--- src/rtl/hit_scorer.sv ---
// Bullet/tank collision scoring and explosion sequencing for the tank game.
// Optional build macro FRIENDLY_FIRE_EN: a bullet re-entering its own tank scores for the opponent.
module hit_scorer #(
  parameter int TANK_SIZE     = 32,
  parameter int BULLET_SIZE   = 4,
  parameter int WIN_SCORE     = 3,
  parameter int EXPLODE_TICKS = 12500000
) (
  input  logic       clk25,
  input  logic       resetn,
  input  logic [9:0] x_tank1,
  input  logic [8:0] y_tank1,
  input  logic [9:0] x_tank2,
  input  logic [8:0] y_tank2,
  input  logic [9:0] bullet_x1,
  input  logic [8:0] bullet_y1,
  input  logic       bullet_act1,
  input  logic [9:0] bullet_x2,
  input  logic [8:0] bullet_y2,
  input  logic       bullet_act2,
  input  logic       explosion_ack1,
  input  logic       explosion_ack2,
  output logic       explosion_flag,
  output logic       des_bullet1,
  output logic       des_bullet2,
  output logic [1:0] red_score,
  output logic [1:0] green_score,
  output logic [1:0] winner,
  output logic       game_over
);

  localparam int CNT_W = (EXPLODE_TICKS > 1) ? $clog2(EXPLODE_TICKS) : 1;
  localparam int LOAD_VAL = (EXPLODE_TICKS > 0) ? EXPLODE_TICKS - 1 : 0;
  localparam logic [CNT_W-1:0] CNT_LOAD = CNT_W'(LOAD_VAL);
  localparam logic [1:0] WIN = 2'(WIN_SCORE);

  typedef enum logic [1:0] {IDLE, EXPLODE, WAIT_ACK, OVER} state_t;

  // Box overlap evaluated 11 bits wide so right/bottom edges never wrap.
  function automatic logic overlap(input logic [9:0] bx, input logic [8:0] by,
                                   input logic [9:0] tx, input logic [8:0] ty);
    logic [10:0] bx_e, by_e, tx_e, ty_e;
    logic        ov_x, ov_y;
    bx_e = {1'b0, bx};
    by_e = {2'b00, by};
    tx_e = {1'b0, tx};
    ty_e = {2'b00, ty};
    ov_x = (bx_e + 11'(BULLET_SIZE) > tx_e) && (bx_e < tx_e + 11'(TANK_SIZE));
    ov_y = (by_e + 11'(BULLET_SIZE) > ty_e) && (by_e < ty_e + 11'(TANK_SIZE));
    return ov_x && ov_y;
  endfunction

  function automatic logic [1:0] sat_inc(input logic [1:0] s, input logic inc);
    if (inc && (s < WIN)) return s + 2'd1;
    return s;
  endfunction

  state_t           state_q, state_d;
  logic [CNT_W-1:0] cnt_q, cnt_d;
  logic             hit1_q, hit1_d;
  logic             hit2_q, hit2_d;
  logic             self1_q, self1_d;
  logic             self2_q, self2_d;
  logic             ack1_q, ack1_d;
  logic             ack2_q, ack2_d;
  logic             flag_q, flag_d;
  logic             des1_q, des1_d;
  logic             des2_q, des2_d;
  logic [1:0]       red_q, red_d;
  logic [1:0]       green_q, green_d;
  logic [1:0]       winner_q, winner_d;
  logic             over_q, over_d;

  logic red_evt, green_evt, kill1, kill2;

  always_comb begin
    hit1_d = bullet_act1 && overlap(bullet_x1, bullet_y1, x_tank2, y_tank2);
    hit2_d = bullet_act2 && overlap(bullet_x2, bullet_y2, x_tank1, y_tank1);
  end

`ifdef FRIENDLY_FIRE_EN
  logic arm1_q, arm1_d;
  logic arm2_q, arm2_d;
  logic own1, own2;

  // Arm flags drop while a bullet is idle, so a fresh spawn starts disarmed.
  always_comb begin
    own1    = overlap(bullet_x1, bullet_y1, x_tank1, y_tank1);
    own2    = overlap(bullet_x2, bullet_y2, x_tank2, y_tank2);
    arm1_d  = bullet_act1 && (arm1_q || !own1);
    arm2_d  = bullet_act2 && (arm2_q || !own2);
    self1_d = bullet_act1 && own1 && arm1_q;
    self2_d = bullet_act2 && own2 && arm2_q;
  end

  always_ff @(posedge clk25 or negedge resetn) begin
    if (!resetn) begin
      arm1_q <= 1'b0;
      arm2_q <= 1'b0;
    end else begin
      arm1_q <= arm1_d;
      arm2_q <= arm2_d;
    end
  end
`else
  always_comb begin
    self1_d = 1'b0;
    self2_d = 1'b0;
  end
`endif

  // Self-hits credit the opponent but still destroy the offending bullet.
  always_comb begin
    red_evt   = hit1_q || self2_q;
    green_evt = hit2_q || self1_q;
    kill1     = hit1_q || self1_q;
    kill2     = hit2_q || self2_q;
  end

  always_comb begin
    state_d  = state_q;
    cnt_d    = cnt_q;
    ack1_d   = ack1_q;
    ack2_d   = ack2_q;
    flag_d   = flag_q;
    des1_d   = 1'b0;
    des2_d   = 1'b0;
    red_d    = red_q;
    green_d  = green_q;
    winner_d = winner_q;
    over_d   = over_q;
    case (state_q)
      IDLE: begin
        if (red_evt || green_evt) begin
          des1_d  = kill1;
          des2_d  = kill2;
          red_d   = sat_inc(red_q, red_evt);
          green_d = sat_inc(green_q, green_evt);
          flag_d  = 1'b1;
          cnt_d   = CNT_LOAD;
          state_d = EXPLODE;
        end
      end
      EXPLODE: begin
        if (cnt_q == '0) state_d = WAIT_ACK;
        else             cnt_d   = cnt_q - CNT_W'(1);
      end
      WAIT_ACK: begin
        if (ack1_q && ack2_q) begin
          ack1_d = 1'b0;
          ack2_d = 1'b0;
          flag_d = 1'b0;
          if ((red_q == WIN) || (green_q == WIN)) begin
            over_d   = 1'b1;
            winner_d = {green_q == WIN, red_q == WIN};
            state_d  = OVER;
          end else begin
            state_d = IDLE;
          end
        end else begin
          ack1_d = ack1_q || explosion_ack1;
          ack2_d = ack2_q || explosion_ack2;
        end
      end
      OVER: begin
        state_d = OVER;
      end
      default: state_d = IDLE;
    endcase
  end

  always_ff @(posedge clk25 or negedge resetn) begin
    if (!resetn) begin
      state_q  <= IDLE;
      cnt_q    <= '0;
      hit1_q   <= 1'b0;
      hit2_q   <= 1'b0;
      self1_q  <= 1'b0;
      self2_q  <= 1'b0;
      ack1_q   <= 1'b0;
      ack2_q   <= 1'b0;
      flag_q   <= 1'b0;
      des1_q   <= 1'b0;
      des2_q   <= 1'b0;
      red_q    <= 2'd0;
      green_q  <= 2'd0;
      winner_q <= 2'd0;
      over_q   <= 1'b0;
    end else begin
      state_q  <= state_d;
      cnt_q    <= cnt_d;
      hit1_q   <= hit1_d;
      hit2_q   <= hit2_d;
      self1_q  <= self1_d;
      self2_q  <= self2_d;
      ack1_q   <= ack1_d;
      ack2_q   <= ack2_d;
      flag_q   <= flag_d;
      des1_q   <= des1_d;
      des2_q   <= des2_d;
      red_q    <= red_d;
      green_q  <= green_d;
      winner_q <= winner_d;
      over_q   <= over_d;
    end
  end

  assign explosion_flag = flag_q;
  assign des_bullet1    = des1_q;
  assign des_bullet2    = des2_q;
  assign red_score      = red_q;
  assign green_score    = green_q;
  assign winner         = winner_q;
  assign game_over      = over_q;

endmodule

--- config.mk ---
export PLATFORM = sky130hd
export DESIGN_NAME = hit_scorer
export DESIGN_NICKNAME = d
export VERILOG_FILES = /design/src/rtl/hit_scorer.sv
export SDC_FILE = /design/constraint.sdc
export NUM_CORES = 1
export LEC_CHECK = 0
export BUFFER_PORTS_ARGS = -buffer_cell sky130_fd_sc_hd__buf_2
export CELL_PAD_IN_SITES_DETAIL_PLACEMENT = 1
export CELL_PAD_IN_SITES_GLOBAL_PLACEMENT = 1
export CORE_MARGIN = 2
export CORE_UTILIZATION = 25
export DETAILED_ROUTE_END_ITERATION = 12
export GPL_TIMING_DRIVEN = 0
export MAX_ROUTING_LAYER = met4
export PLACE_DENSITY_LB_ADDON = 0.1
export SLEW_MARGIN = 0
export SYNTH_ARGS = -nofsm -noshare
export SYNTH_HDL_FRONTEND = slang
export SYNTH_SLANG_ARGS = --single-unit
--- constraint.sdc ---
create_clock -name clk25 -period 3.1 [get_ports clk25]
set_input_delay 0.62 -clock clk25 [delete_from_list [all_inputs] [get_ports clk25]]
set_output_delay 0.62 -clock clk25 [all_outputs]
set_load 0.01 [all_outputs]
==> impl_results.md <==
* Status: finished, final reports clean
* Met3 wire len at between 300 and 400 microns
* Startpoint types: flip-flop
* HPWL Detailed at a little over 10000 microns
* Area grow syn2layout at 21.1%
* Tmin final at roughly 2700 ps
* Iter 0 DRT Violations at 84
* Synthesized area at approximately 0.0042 sq mm
* # diodes at 0
* Initial antenna violation count at 0
* Ys flop type: dfrtp_1
* Worst r2r dst: cnt_q[23]
* RSZ-0062 raised after global routing: false
* # setup viols final at 0
* Initial core utilization at between 20% and 30%
* Finished Cell Area at around 0.0051 sq mm
* Final period util at 86.5%
* Syn_area_per_cell at between 8 and 9 sq um
* R2R cell count at 9
* Actual slew at the worst max-slew pin at between 900 and 1000 ps
* Drt pass-1 iters at 4
* Core ar. at roughly 0.017 sq mm
* GPL Wtd Cong at just over 0.8
* Routed WL per cell at roughly 15 microns
* CP max FO at 8
* Via count at 3897
* Cts hold-fix bufs at 0
* Seq/Total Area, Yosys at 23.6%
* FF-to-FF setup slack at 420 ps
* Most frequent cells in the layout: buf_2 (92), ha_1 (79), inv_1 (55), dfrtp_1 (40)
* Crit-path cells: inv_1, ha_1, or4b_1, clkbuf_1, or4_4, buf_6, o2111ai_4, nor3_1, or3b_1
* Global-route wire length before repair at 20500 microns
* Die area at about 0.018 sq mm
* Max Slew Vio Count at 0
* Max_cap viols at 0
* Max incr delay on CP at 450 ps
* Pre-CTS WS at 362 ps
* Maximum clock rate at roughly 370 MHz
* Cell Area, Placed at approximately 0.0050 sq mm
* Yosys top cell by area: dfrtp_1
* Cell Rows at 47
* H-tree depth at 2
* CTS tree: built
* P per Cell Area at roughly 470 mW/mm^2
* Post-synth top area share at a little under a quarter
* Clk pin slew, worst setup/hold paths at around 60 ps
* Largest net degree at the start of global routing at just over 40
* Synthesis-stage register bit count at 40
* Fin nets at 751
* Total setup buffers inserted after CTS at 0
* Total wire length at approximately 12000 microns
* Post-route worst setup slack at about 420 ps
* Commonest non-fill, non-tap cell in the layout: buf_2
* Slowest CP cell: or4_4
* Critical path class: reg -> reg
* Total track usage at between 10% and 20%
* Root Driver: clkbuf_16
* Final Hold Viols at 0
* Syn_nets at around 650
* Die height at 134 microns
* Post-DR vias/cell at roughly 4.8
* Hold WC Path Type: in -> async
* CTS sink cnt at 40
* PortBufs at 91
* Met2 routed WL at between 5000 and 6000 microns
* Number of global-route vias before repair at between 4000 and 5000
* Die Wd at between 100 and 150 microns
* EDFF count, synth at 0
* GRT overflow at 0
* Share of layout cells above drive strength 1 at about a fifth
* Final TNS setup at 0 ps
* Clk buf depth at 2
* Crit path capture type: flip-flop
* Critical path required time at around 3300 ps
* R2r startpoint: cnt_q[0]
* Slew HR at between 30% and 40%
* VDD IR-drop max at slightly below 0.2 mV
* Asr flop ratio synth at 100%
* CTS Buf Count at 5
* Mapped Cells at 492
* Clk_lat worst skew at 280 ps
* LEAKAGE at approximately 2.6 nW
* Crit path DAT at 2840 ps
* Max Used Layer: met4
* I/O pin cnt at 92
* Unique masters post-synth at just under 60
* Post-CTS sizing at 0
* Met1 wire length at 5690 microns
* Layout Skew at around 4.3 ps
* DRC at 0
* Power, Total at roughly 2.4 mW
* Detail Route Antenna Nets at 0
* Yosys warnings at 0
* Synth top area cells: dfrtp_1 (24%), ha_1 (23%), inv_1 (4.9%), xnor2_1 (4.8%), xor2_1 (3.9%)
report_power, final:
group	switching (mW)	internal [mW]	total [mW]
Clock	0.214	0.379	0.593
Sequential	0.195	0.712	0.907
Combinational	0.515	0.417	0.932
critical path: cells and delay by family, from the launching register on:
kind	cells	cell delay (ps)
buffers and inverters	3	450
adder cells (fa/ha/maj)	1	170
AO/OA/AOI/OAI	1	250
flip-flops	1	380
AND/OR/NAND/NOR	4	1310
cell usage after synthesis (all sizes together), types with 2 or more instances:
| cell type | number |
|---|---|
| a211o | 3 |
| a211oi | 4 |
| a21o | 8 |
| a21oi | 21 |
| a221o | 3 |
| a31oi | 4 |
| and2 | 2 |
| and3 | 10 |
| and4 | 6 |
| buf | 2 |
| clkbuf | 4 |
| dfrtp | 40 |
| ha | 79 |
| inv | 55 |
| mux2 | 2 |
| nand2 | 25 |
| nand2b | 3 |
| nand3 | 32 |
| nand4 | 5 |
| nor2 | 32 |
| nor2b | 8 |
| nor3 | 9 |
| nor4 | 5 |
| o2111ai | 9 |
| o211ai | 5 |
| o21a | 5 |
| o21ai | 25 |
| o21bai | 2 |
| o31a | 3 |
| o31ai | 4 |
| o41ai | 2 |
| or2 | 3 |
| or3 | 8 |
| or3b | 2 |
| or4 | 5 |
| xnor2 | 23 |
| xor2 | 19 |
final cells by class:
type | instances | area, sq um
flip-flops and latches | 40 | 1000
multi-input cells | 391 | 3000
fillers | 2051 | 11500
clock buffers | 6 | 129
inverters | 55 | 206
well taps | 220 | 275
repair buffers | 91 | 455
plain buffers | 6 | 32.5
clock inverters | 2 | 35.0
worst max-delay path by stage:
stage,start,endpoint,slack [ps]
after floorplan,cnt_q[0],cnt_q[23],640
after global placement,bullet_y1[2],hit1_q,310
after detailed placement,bullet_y1[2],hit1_q,360
after CTS,cnt_q[0],cnt_q[21],410
after global routing,cnt_q[0],cnt_q[16],230
final,cnt_q[0],cnt_q[23],420
layer usage:
| layer | vias up | GRT usage, % |
|---|---|---|
| met5 | - | - |
| met4 | 0 | 2.40 |
| met3 | 8 | 2.00 |
| met2 | 46 | 24.7 |
| met1 | 1854 | 17.7 |
| li1 | 1989 | - |
metrics by stage:
stage / hold slack, ps / instances / utilization (%)
finish: 479 / 811 / 30.9
global route: 486 / 811 / 30.9
CTS: 479 / 811 / 30.9
detailed placement: 465 / 803 / 30.0
global placement: 457 / 803 / 30.0
floorplan: 324 / 492 / -
flip-flops by register name, indices dropped and copies added, names as in the netlist:
signal,flops
des_bullet1,1
ack1_q,1
state_q,2
game_over,1
hit1_q,1
ack2_q,1
explosion_flag,1
hit2_q,1
winner,2
green_score,2
des_bullet2,1
cnt_q,24
red_score,2
cell families after synthesis:
kind of cell	count (synthesis)	synth area share, %
AO/OA/AOI/OAI	108	18.0
XOR/XNOR	42	8.68
adder cells (fa/ha/maj)	79	23.3
buffers and inverters	61	5.64
flip-flops	40	23.6
multiplexers	3	0.768
AND/OR/NAND/NOR	159	20.0
(Power assumes the default switching activity.)
